<file path="src/rtl/vliw_pkg.sv">
// Shared constants and opcode encoding for the 3-issue VLIW pipeline.
package vliw_pkg;

  localparam int NREGS  = 16;
  localparam int REG_AW = 4;
  localparam int DATA_W = 64;
  localparam int NPIPE  = 3;

  typedef enum logic [3:0] {
    OP_NOP  = 4'b0000,
    OP_ADD  = 4'b0001,
    OP_SUB  = 4'b0010,
    OP_AND  = 4'b0011,
    OP_OR   = 4'b0100,
    OP_XOR  = 4'b0101,
    OP_SLL  = 4'b0110,
    OP_SRL  = 4'b0111,
    OP_SRA  = 4'b1000,
    OP_MUL  = 4'b1001,
    OP_LD   = 4'b1010,
    OP_MOV  = 4'b1011,
    OP_LUI  = 4'b1100,
    OP_SLT  = 4'b1101,
    OP_SLTU = 4'b1110,
    OP_CUST = 4'b1111
  } opcode_e;

endpackage

</file>
<file path="src/rtl/wb_scoreboard.sv">
// Per-register pending-write counters with busy vector and sticky error flag.
// Only instantiated when WB_SCOREBOARD_EN is defined.
module wb_scoreboard
  import vliw_pkg::*;
#(
  parameter int NP     = NPIPE,
  parameter int PEND_W = 2
) (
  input  logic                         clock,
  input  logic                         reset_n,
  input  logic                         flush,
  input  logic [NP-1:0]                issue_valid,
  input  logic [NP-1:0][REG_AW-1:0]    issue_dest,
  input  logic [2*NP-1:0]              retire_valid,
  input  logic [2*NP-1:0][REG_AW-1:0]  retire_dest,
  output logic [NREGS-1:0]             busy,
  output logic                         sberr
);

  localparam int SUM_W = PEND_W + 3;
  localparam logic [SUM_W-1:0] CNT_MAX = SUM_W'((1 << PEND_W) - 1);

  logic [NREGS-1:0] clamp;
  logic             sberr_reg;

  genvar gi;
  generate
    for (gi = 0; gi < NREGS; gi++) begin : g_reg
      logic [PEND_W-1:0] count_reg;
      logic [PEND_W-1:0] count_next;
      logic [SUM_W-1:0]  inc_cnt;
      logic [SUM_W-1:0]  dec_cnt;
      logic [SUM_W-1:0]  sum_cnt;
      logic              clamp_next;

      // Increment and decrement are folded into one update so that an issue
      // and a retire in the same cycle cancel instead of racing.
      always_comb begin
        inc_cnt    = '0;
        dec_cnt    = '0;
        clamp_next = 1'b0;
        count_next = '0;
        for (int p = 0; p < NP; p++) begin
          if (issue_valid[p] && (issue_dest[p] == REG_AW'(gi)))
            inc_cnt = inc_cnt + SUM_W'(1);
        end
        for (int p = 0; p < 2 * NP; p++) begin
          if (retire_valid[p] && (retire_dest[p] == REG_AW'(gi)))
            dec_cnt = dec_cnt + SUM_W'(1);
        end
        sum_cnt = SUM_W'(count_reg) + inc_cnt;
        if (sum_cnt < dec_cnt) begin
          clamp_next = 1'b1;
          count_next = '0;
        end else if ((sum_cnt - dec_cnt) > CNT_MAX) begin
          clamp_next = 1'b1;
          count_next = CNT_MAX[PEND_W-1:0];
        end else begin
          count_next = PEND_W'(sum_cnt - dec_cnt);
        end
      end

      always_ff @(posedge clock or negedge reset_n) begin
        if (!reset_n)
          count_reg <= '0;
        else if (flush)
          count_reg <= '0;
        else
          count_reg <= count_next;
      end

      assign busy[gi]  = |count_reg;
      assign clamp[gi] = clamp_next;
    end
  endgenerate

  always_ff @(posedge clock or negedge reset_n) begin
    if (!reset_n)
      sberr_reg <= 1'b0;
    else if (!flush && |clamp)
      sberr_reg <= 1'b1;
  end

  assign sberr = sberr_reg;

endmodule

</file>
<file path="src/rtl/writeback_unit.sv">
// Writeback stage: registers three execute results, resolves same-destination
// conflicts (higher pipe wins) and drives the register file write ports.
// The pending-write scoreboard exists only when WB_SCOREBOARD_EN is defined.
module writeback_unit
  import vliw_pkg::*;
#(
  parameter int NPIPE  = vliw_pkg::NPIPE,
  parameter int PEND_W = 2
) (
  input  logic        clock,
  input  logic        reset_n,
  input  logic        flush,
  input  logic        e2w_validpipe1,
  input  logic [3:0]  e2w_instpipe1,
  input  logic [3:0]  e2w_destpipe1,
  input  logic [63:0] e2w_datapipe1,
  input  logic        e2w_validpipe2,
  input  logic [3:0]  e2w_instpipe2,
  input  logic [3:0]  e2w_destpipe2,
  input  logic [63:0] e2w_datapipe2,
  input  logic        e2w_validpipe3,
  input  logic [3:0]  e2w_instpipe3,
  input  logic [3:0]  e2w_destpipe3,
  input  logic [63:0] e2w_datapipe3,
  input  logic        d2w_issuepipe1,
  input  logic [3:0]  d2w_destpipe1,
  input  logic        d2w_issuepipe2,
  input  logic [3:0]  d2w_destpipe2,
  input  logic        d2w_issuepipe3,
  input  logic [3:0]  d2w_destpipe3,
  output logic [63:0] w2re_datapipe1,
  output logic        w2r_wrpipe1,
  output logic [3:0]  w2re_destpipe1,
  output logic [63:0] w2re_datapipe2,
  output logic        w2r_wrpipe2,
  output logic [3:0]  w2re_destpipe2,
  output logic [63:0] w2re_datapipe3,
  output logic        w2r_wrpipe3,
  output logic [3:0]  w2re_destpipe3,
  output logic [15:0] w2d_busy,
  output logic        w2d_sberr
);

  logic [NPIPE-1:0]              e_valid;
  logic [NPIPE-1:0][3:0]         e_inst;
  logic [NPIPE-1:0][REG_AW-1:0]  e_dest;
  logic [NPIPE-1:0][DATA_W-1:0]  e_data;
  logic [NPIPE-1:0]              want;
  logic [NPIPE-1:0]              supp;
  logic [NPIPE-1:0]              wr_q;
  logic [NPIPE-1:0]              supp_q;
  logic [NPIPE-1:0][REG_AW-1:0]  dest_q;
  logic [NPIPE-1:0][DATA_W-1:0]  data_q;

  assign e_valid = {e2w_validpipe3, e2w_validpipe2, e2w_validpipe1};
  assign e_inst  = {e2w_instpipe3,  e2w_instpipe2,  e2w_instpipe1};
  assign e_dest  = {e2w_destpipe3,  e2w_destpipe2,  e2w_destpipe1};
  assign e_data  = {e2w_datapipe3,  e2w_datapipe2,  e2w_datapipe1};

  always_comb begin
    want = '0;
    supp = '0;
    for (int p = 0; p < NPIPE; p++)
      want[p] = e_valid[p] && (e_inst[p] != OP_NOP);
    for (int p = 0; p < NPIPE; p++) begin
      for (int q = p + 1; q < NPIPE; q++) begin
        if (want[p] && want[q] && (e_dest[q] == e_dest[p]))
          supp[p] = 1'b1;
      end
    end
  end

  genvar gi;
  generate
    for (gi = 0; gi < NPIPE; gi++) begin : g_pipe
      logic              wr_reg;
      logic              supp_reg;
      logic [DATA_W-1:0] data_reg;
      logic [REG_AW-1:0] dest_reg;

      // dest_reg also records the target of a suppressed result, which the
      // scoreboard retires alongside the winning write.
      always_ff @(posedge clock or negedge reset_n) begin
        if (!reset_n) begin
          wr_reg   <= 1'b0;
          supp_reg <= 1'b0;
          data_reg <= '0;
          dest_reg <= '0;
        end else begin
          wr_reg   <= want[gi] && !supp[gi] && !flush;
          supp_reg <= want[gi] && supp[gi] && !flush;
          if (want[gi]) begin
            data_reg <= e_data[gi];
            dest_reg <= e_dest[gi];
          end
        end
      end

      assign wr_q[gi]   = wr_reg;
      assign supp_q[gi] = supp_reg;
      assign dest_q[gi] = dest_reg;
      assign data_q[gi] = data_reg;
    end
  endgenerate

  assign w2r_wrpipe1    = wr_q[0];
  assign w2r_wrpipe2    = wr_q[1];
  assign w2r_wrpipe3    = wr_q[2];
  assign w2re_destpipe1 = dest_q[0];
  assign w2re_destpipe2 = dest_q[1];
  assign w2re_destpipe3 = dest_q[2];
  assign w2re_datapipe1 = data_q[0];
  assign w2re_datapipe2 = data_q[1];
  assign w2re_datapipe3 = data_q[2];

`ifdef WB_SCOREBOARD_EN
  wb_scoreboard #(
    .NP     (NPIPE),
    .PEND_W (PEND_W)
  ) u_scoreboard (
    .clock        (clock),
    .reset_n      (reset_n),
    .flush        (flush),
    .issue_valid  ({d2w_issuepipe3, d2w_issuepipe2, d2w_issuepipe1}),
    .issue_dest   ({d2w_destpipe3, d2w_destpipe2, d2w_destpipe1}),
    .retire_valid ({supp_q, wr_q}),
    .retire_dest  ({dest_q, dest_q}),
    .busy         (w2d_busy),
    .sberr        (w2d_sberr)
  );
`else
  logic unused_sb_inputs;
  assign unused_sb_inputs = ^{d2w_issuepipe1, d2w_destpipe1, d2w_issuepipe2,
                              d2w_destpipe2, d2w_issuepipe3, d2w_destpipe3,
                              supp_q, 1'(PEND_W)};
  assign w2d_busy  = 16'h0;
  assign w2d_sberr = 1'b0;
`endif

endmodule

</file>
<file path="config.mk">
export PLATFORM = sky130hd
export DESIGN_NAME = writeback_unit
export DESIGN_NICKNAME = d
export VERILOG_FILES = /design/src/rtl/vliw_pkg.sv /design/src/rtl/wb_scoreboard.sv /design/src/rtl/writeback_unit.sv
export SDC_FILE = /design/constraint.sdc
export NUM_CORES = 1
export LEC_CHECK = 0
export CORE_AREA = 2 2 180 182
export DETAILED_ROUTE_END_ITERATION = 8
export DIE_AREA = 0 0 182 184
export PLACE_DENSITY_LB_ADDON = 0.12
export SLEW_MARGIN = 20
export SYNTH_ARGS = -nofsm -noshare
export SYNTH_HDL_FRONTEND = slang
export SYNTH_HIERARCHICAL = 1
export SYNTH_SLANG_ARGS = --single-unit
</file>
<file path="constraint.sdc">
create_clock -name clock -period 1.96 [get_ports clock]
set_clock_uncertainty 0.2 [all_clocks]
set_input_delay 0.196 -clock clock [delete_from_list [all_inputs] [get_ports clock]]
set_output_delay 0.196 -clock clock [all_outputs]
set_load 0.03 [all_outputs]
</file>
# Word level (Yosys, flattened, before mapping)
# Cells that the tools add are included.
[word_totals] register_bits=207 input_bits=237 output_inout_bits=224 elab_cells=35
[op_classes] eq_ne=3 muxes=3 n_reduce_logical=20
[ops] operator="logical AND 1 bit" n=14
[ops] operator="equality test 4 bit" n=3
[ops] operator="nonzero test 4 bit" n=3
[ops] operator="zero test 1 bit" n=3
[ops] operator="two-way mux 1 bit" n=3

# Logic depth before layout (Yosys ltp)
# Gate-level depths: netlist of the first run.
[logic_depth] ltp_word=9 depth_mapped=4 ltp_nobuf=4

# Worst setup path after synthesis of the first run
# Ideal clock, no wire load.
[synth_timing] path_type="input-to-reg" from="in e2w_instpipe3[1]" to="reg g_pipe[2].data_reg[0], in the netlist w2re_datapipe3[0]" setup_time_ps=125 t_arrival_ps=1353 required_time_ps=1635 setup_slack_ps=282 path_stages=3 path_buffers=1 cell_sequence="o41ai_4 > buf_6 > mux2_2"
[synth_between] elab_chain_len=2
[synth_lines] item="from (decl)" line="writeback_unit.sv:22" source="input logic [3:0] e2w_instpipe3,"
[synth_lines] item="nonzero test 4 bit" line="writeback_unit.sv:64" source="want[p] = e_valid[p] && (e_inst[p] != OP_NOP);"
[synth_lines] item="logical AND 1 bit" line="writeback_unit.sv:64"
[synth_lines] item="to (signal assigned)" line="writeback_unit.sv:93" source="data_reg <= e_data[gi];"
[synth_lines] item="to (decl)" line="writeback_unit.sv:78" source="logic [DATA_W-1:0] data_reg;"
# No other way between the ends.
# A chain may end at the register's enable or synchronous reset.

# Final worst setup path of the first run
[layout_timing] from="reg g_pipe[0].data_reg[11], in the netlist w2re_datapipe1[11]" to="out w2re_datapipe1[11]"
[layout_rtl] item="from (decl)" line="writeback_unit.sv:78"
[layout_rtl] item="from (signal assigned)" line="writeback_unit.sv:93"
[layout_rtl] item="to (decl)" line="writeback_unit.sv:31" source="output logic [63:0] w2re_datapipe1,"
# No word-level cell between the ends.

==> impl_metrics.ini, run 1 <==
[run_status]
outcome = finished, final reports clean

[global_routing]
grt_pass1_vias = 6104
antenna_found_initial = 0
grtUsageTotal = 0.146
grt_max_degree = 55
gr-total-overflow = 0
grt_pass1_wl_um = 37400

[power]
p_per_area_nw_per_um2 = 915
vdd_ir_drop_max_uv = 648
power_leakage_uw = 0.00623

[logic_synthesis]
synth_common_cells = 207 x dfrtp_1, 190 x mux2_2, 19 x buf_4, 14 x mux2_1, 12 x buf_2
ys_async_sr_fraction = 1.00
syn_inst = 472
synth_largest_area_cell = dfrtp_1
yosysSeqAreaShare = 0.649
synth_most_common_cell = dfrtp_1
dominantRegCellSynth = dfrtp_1
ys_warn_count = 6
synth_seq_cells = 207
synth_top_cell_area_share = 0.649
synth_cell_types = 17
synthTopCellsByArea = dfrtp_1 65%, mux2_2 27%, mux2_1 2.0%
synth_area_um2 = 7990
postSynthAreaPerCell_um2 = 16.9
synth-edff-count = 0

[drt]
totalWireLength_um = 24900
viasPerCell = 4.16
drc_errors = 0
vias = 5611
firstDrtPassIters = 3
drt-initial-drc-count = 98
ant_nets = 0
detail_route.wl_per_cell_um = 18.4

[floorplan]
ios = 461
dieArea_um2 = 33500
rows = 65
core_um2 = 31400
dieHeight_um = 184
start_util = 0.254
dieWidth_um = 182

[clock_network]
clock_sinks = 207
clk_latency_ps = 510
htreeDepth = 1
clkTransAtPathRegs_ps = 50
clk_path_buf_depth = 3
cts-root-buf = clkbuf_16
post_cts.repair.setup_buffers = 0
cts_tree = done
cts_buffers = 26

[timing]
fin_crit_sh = 0.973
final_hold_viol_count = 0
period_minus_slack_ps = 1910
rsz0062_at_grt = no
timing.fmax_mhz = 524
finalSetupTns_ps = 0
drv_slew = 0
setup_viol = 0
setup_slack_ps = 52.9

[worst_setup_path]
cp_top_family = buffers and inverters
critPathSlowestCell = clkdlybuf4s50_1
end_kind = output pin
path_cells = clkdlybuf4s50_1
cp-start-kind = flop
required_ps = 1560
max_stage_delay_ps = 660
path_buf_inv = 1
crit_arrival_ps = 1510
cp_max_fo = 2
worstSetupPathType = reg -> out

[final_layout]
syn_to_final_growth_pct = 70.5
final_nets = 1169
final_area_um2 = 13600
fin_util = 0.434
antenna_cells = 0
drive_gt1_frac = 0.265

[placed_design]
place_congestion = 0.729
io_buffers = 428
dpl_cell_area_um2 = 12900
dp_hpwl_um = 19000
pre_cts_slack_ps = -219

[run]
drv_cap = 0

[min_path]
min_path_type = in -> reg
[path summary, 6_finish.rpt]
kind	startpoint	endpoint	slack (ps)	cells past startpoint
max in group asynchronous	reset_n	w2re_datapipe1[20]	460	4
min in group asynchronous	reset_n	w2re_datapipe3[55]	490	3
worst min register to register	w2re_datapipe2[8]	w2re_datapipe2[8]	280	1
worst max register to register	w2re_datapipe2[46]	w2re_datapipe2[46]	970	1
worst max-delay path	w2re_datapipe1[11]	w2re_datapipe1[11]	50	1
worst min-delay path	e2w_datapipe1[55]	w2re_datapipe1[55]	70	2
[sequential cells by signal, indices dropped and copies added (netlist names)]
signal,flops
w2r_wrpipe2,1
w2re_destpipe1,4
w2re_datapipe2,64
w2re_datapipe1,64
w2re_datapipe3,64
w2re_destpipe3,4
w2r_wrpipe3,1
w2r_wrpipe1,1
w2re_destpipe2,4
[final cells by class]
type / count / area [µm²]
multi-input combinational: 243 / 2590
fill: 2969 / 17800
sequential: 207 / 5180
tap: 402 / 503
clock inverter: 2 / 10.0
clock buffer: 41 / 758
timing repair buffer: 454 / 4570
[repair_timing]
item / 4_1_cts / 5_1_grt
pin swaps: 0 / 0
hold buffers: 2 / 0
gates resized for setup: 162 / 44
endpoints found under the setup margin: 162 / 44
endpoints found under the hold margin: 207 / 0
[metal layers]
| metal | global-route usage | part of all wire |
|---|---|---|
| met1 | 0.168 | 0.39 |
| met2 | 0.247 | 0.48 |
| met3 | 0.0632 | 0.11 |
| met4 | 0.0371 | 0.022 |
| met5 | 0 | 0 |
[metrics by stage]
step | std cells | hold slack (ps) | power (µW)
CTS | 1349 | 35.4 | 12800
global route | 1349 | 42.7 | 13100
detailed placement | 1304 | -92.9 | 8550
floorplan | 488 | -300 | 6730
finish | 1349 | 68.3 | 12500
global placement | 1304 | -92.7 | 8530
[cell families (layout without fill, tap and decap cells)]
kind of cell	count (synthesis)	count (layout)	share of synthesized area
AO/OA/AOI/OAI	5	5	0.0108
XOR/XNOR	12	12	0.0132
buffers and inverters	38	497	0.0353
flip-flops	207	207	0.649
multiplexers	204	204	0.288
other	1	17	0.000470
AND/OR/NAND/NOR	5	5	0.00392
[where the power goes]
part           internal [µW]  switching (µW)  total, µW
logic                   1410            1740       3140
clock network           2610            1740       4350
registers               4760             210       4970
[layout by cell type, fill, tap and decap left out, drive strengths merged, types with 3 or more instances in the layout]
cell and instances:
clkbuf 42, clkdlybuf4s50 221, dlymetal6s2s 44, o41ai 3, dlygate4sd2 162, conb 17, xnor2 10, mux2 204
dfrtp 207, buf 24
(Power assumes the default switching activity.)
==> run 2, diff against run 1 <==
--- a/config.mk
+++ b/config.mk
@@ -8,7 +8,7 @@
 export CORE_AREA = 2 2 180 182
 export DETAILED_ROUTE_END_ITERATION = 8
 export DIE_AREA = 0 0 182 184
-export PLACE_DENSITY_LB_ADDON = 0.12
+export PLACE_DENSITY = 0.56
 export SLEW_MARGIN = 20
 export SYNTH_ARGS = -nofsm -noshare
 export SYNTH_HDL_FRONTEND = slang
==> run 2 against run 1 <==
  * Sequential cell count is the same
  * Cell count grew 0.44%
  * Sequential share of layout area shrank 0.10 points
  * Clock power grew 1%
  * Clock-buffer cell count shrank 2
  * Power grew 0.42%
  * Setup slack lost 9.8 ps
  * Critical path type unchanged
  * Largest cell class unchanged
  * Via count grew 0.52%
  * Sequential power is essentially flat
  * Global-route usage is essentially flat
  * Non-clock buffer count grew 3
  * Critical endpoint is now w2re_datapipe3[41]
  * Die area is the same
  * Highest routed layer is now met5
==> impl_metrics.ini, run 2 (synthesized netlist as in run 1, its figures left out) <==
[timing]
rsz0062_at_grt = no
worstMarginPinSlew_ps = 588
setup_viol = 0
drv_slew = 0
setup_slack_ps = 43.1
final_hold_viol_count = 0
finalSetupTns_ps = 0
timing.fmax_mhz = 522
relSlewSlack = 0.608
fin_crit_sh = 0.978
holdWs_ps = 59.0
period_minus_slack_ps = 1920

[placed_design]
pre_cts_slack_ps = -212
place_congestion = 0.724
io_buffers = 428
dp.cells = 1308
dpl_cell_area_um2 = 13000
dp_hpwl_um = 19200

[clock_network]
cts_buffers = 25
clkTransAtPathRegs_ps = 60
clk_path_buf_depth = 3
cts_tree = done
htreeDepth = 1
clk_latency_ps = 520
cts-root-buf = clkbuf_16
clock_sinks = 207

[run]
drv_cap = 0

[worst_setup_path]
required_ps = 1560
path_buf_inv = 1
r2r_slack_ps = 960
critPathSlowestCell = clkdlybuf4s50_1
rr_endpoint = w2re_datapipe1[57]
crit_arrival_ps = 1520
r2r_start = w2re_datapipe1[57]
cp-start-kind = flop
path_cells = clkdlybuf4s50_1
cp_top_family = buffers and inverters
max_stage_delay_ps = 670
cp_max_fo = 2
end_kind = output pin
ff2ff_path_depth = 1
worstSetupPathType = reg -> out

[run_status]
outcome = finished, final reports clean

[power]
power.internal_uw = 8770
pwr-share-seq = 0.398
p_per_area_nw_per_um2 = 917
power_leakage_uw = 0.00621
clkPwrFrac = 0.351
vdd_ir_drop_max_uv = 678
switchingPower_uw = 3740
combPwrFrac = 0.251
switching_share = 0.299

[drt]
totalWireLength_um = 24700
drc_errors = 0
firstDrtPassIters = 4
vias = 5640
detail_route.wl_per_cell_um = 18.2
drt-initial-drc-count = 157
ant_nets = 0
viasPerCell = 4.16

[min_path]
hold_depth = 2
min_path_type = in -> reg
min_delay_worst_endpoint = w2re_datapipe2[46]
hold_path_startpoint = e2w_datapipe2[46]

[final_layout]
layout_common_cells = 223 x clkdlybuf4s50_1, 207 x dfrtp_1, 190 x mux2_2, 167 x dlygate4sd2_1, 37 x dlymetal6s2s_1
n_fill_cell = 2940
final_nets = 1171
fin_cells = 1355
final_area_um2 = 13700
multi_input_area_um2 = 2590
syn_to_final_growth_pct = 71.0
mostFrequentLayoutCell = clkdlybuf4s50_1
drive_gt1_frac = 0.273
seq_area_um2 = 5180

[global_routing]
grtUsageTotal = 0.146
antenna_found_initial = 4
grt_pass1_wl_um = 37700
grt_max_degree = 61
gr-total-overflow = 0
grt_pass1_vias = 6243

[floorplan]
core_um2 = 31400
dieWidth_um = 182
dieHeight_um = 184
rows = 65
dieArea_um2 = 33500
ios = 461
start_util = 0.254
==> run 2: changes by cell type in the layout (fill, tap and decap cells not counted), sizes merged <==
cell,previous run,this run
dlygate4sd2,162,167
clkbuf,42,40
dlygate4sd3,2,1
buf,24,28
inv,0,2
dlymetal6s2s,44,37
diode,0,3
clkdlybuf4s50,221,223
==> run 2: how the worst max path moves through the flow <==
stage,from,endpoint,slack (ps),depth (start not counted)
CTS,w2re_datapipe3[16],w2re_datapipe3[16],0.06,1
detailed placement,e2w_instpipe3[1],w2re_datapipe3[22],-210,5
global route,w2re_datapipe3[10],w2re_datapipe3[10],0.4,1
floorplan,e2w_instpipe3[1],w2re_datapipe3[0],280,3
finish,w2re_datapipe3[41],w2re_datapipe3[41],40,1
global placement,e2w_instpipe3[1],w2r_wrpipe2,-190,7
==> run 2: stage by stage <==
stage | total power, µW | utilization
floorplan | 6730 | -
global placement | 8520 | 0.413
detailed placement | 8550 | 0.413
CTS | 12800 | 0.432
global route | 13100 | 0.435
finish | 12500 | 0.435
==> run 2: area by class of cell <==
cell class,count,area share
Multi-Input combinational cell,243,0.190
Sequential cell,207,0.379
Clock inverter,4,0.00202
Antenna cell,3,0.000550
Tap cell,402,0.0368
Timing Repair Buffer,457,0.336
Clock buffer,39,0.0548
==> run 2: power groups by stage <==
stage	logic [µW]	registers [µW]	clock network (µW)
2_1_floorplan	687	6040	0
3_3_place_gp	3470	5060	0
3_5_place_dp	3470	5080	0
4_1_cts	3200	4990	4580
5_1_grt	3320	5050	4770
6_report	3140	4980	4400
==> run 2: what timing repair did <==
| item | 4_1_cts | 5_1_grt |
|---|---|---|
| gates resized for setup | 167 | 37 |
| endpoints found under the setup margin | 167 | 37 |
| gates cloned | 0 | 0 |
| setup buffers | 0 | 0 |
| hold buffers | 1 | 0 |
| endpoints found under the hold margin | 207 | 0 |
==> run 2: layer usage <==
metal | global-route usage | part of all wire
met4 | 0.0442 | 0.024
met3 | 0.0681 | 0.12
met2 | 0.252 | 0.49
met5 | 0 | 0.00053
met1 | 0.160 | 0.37
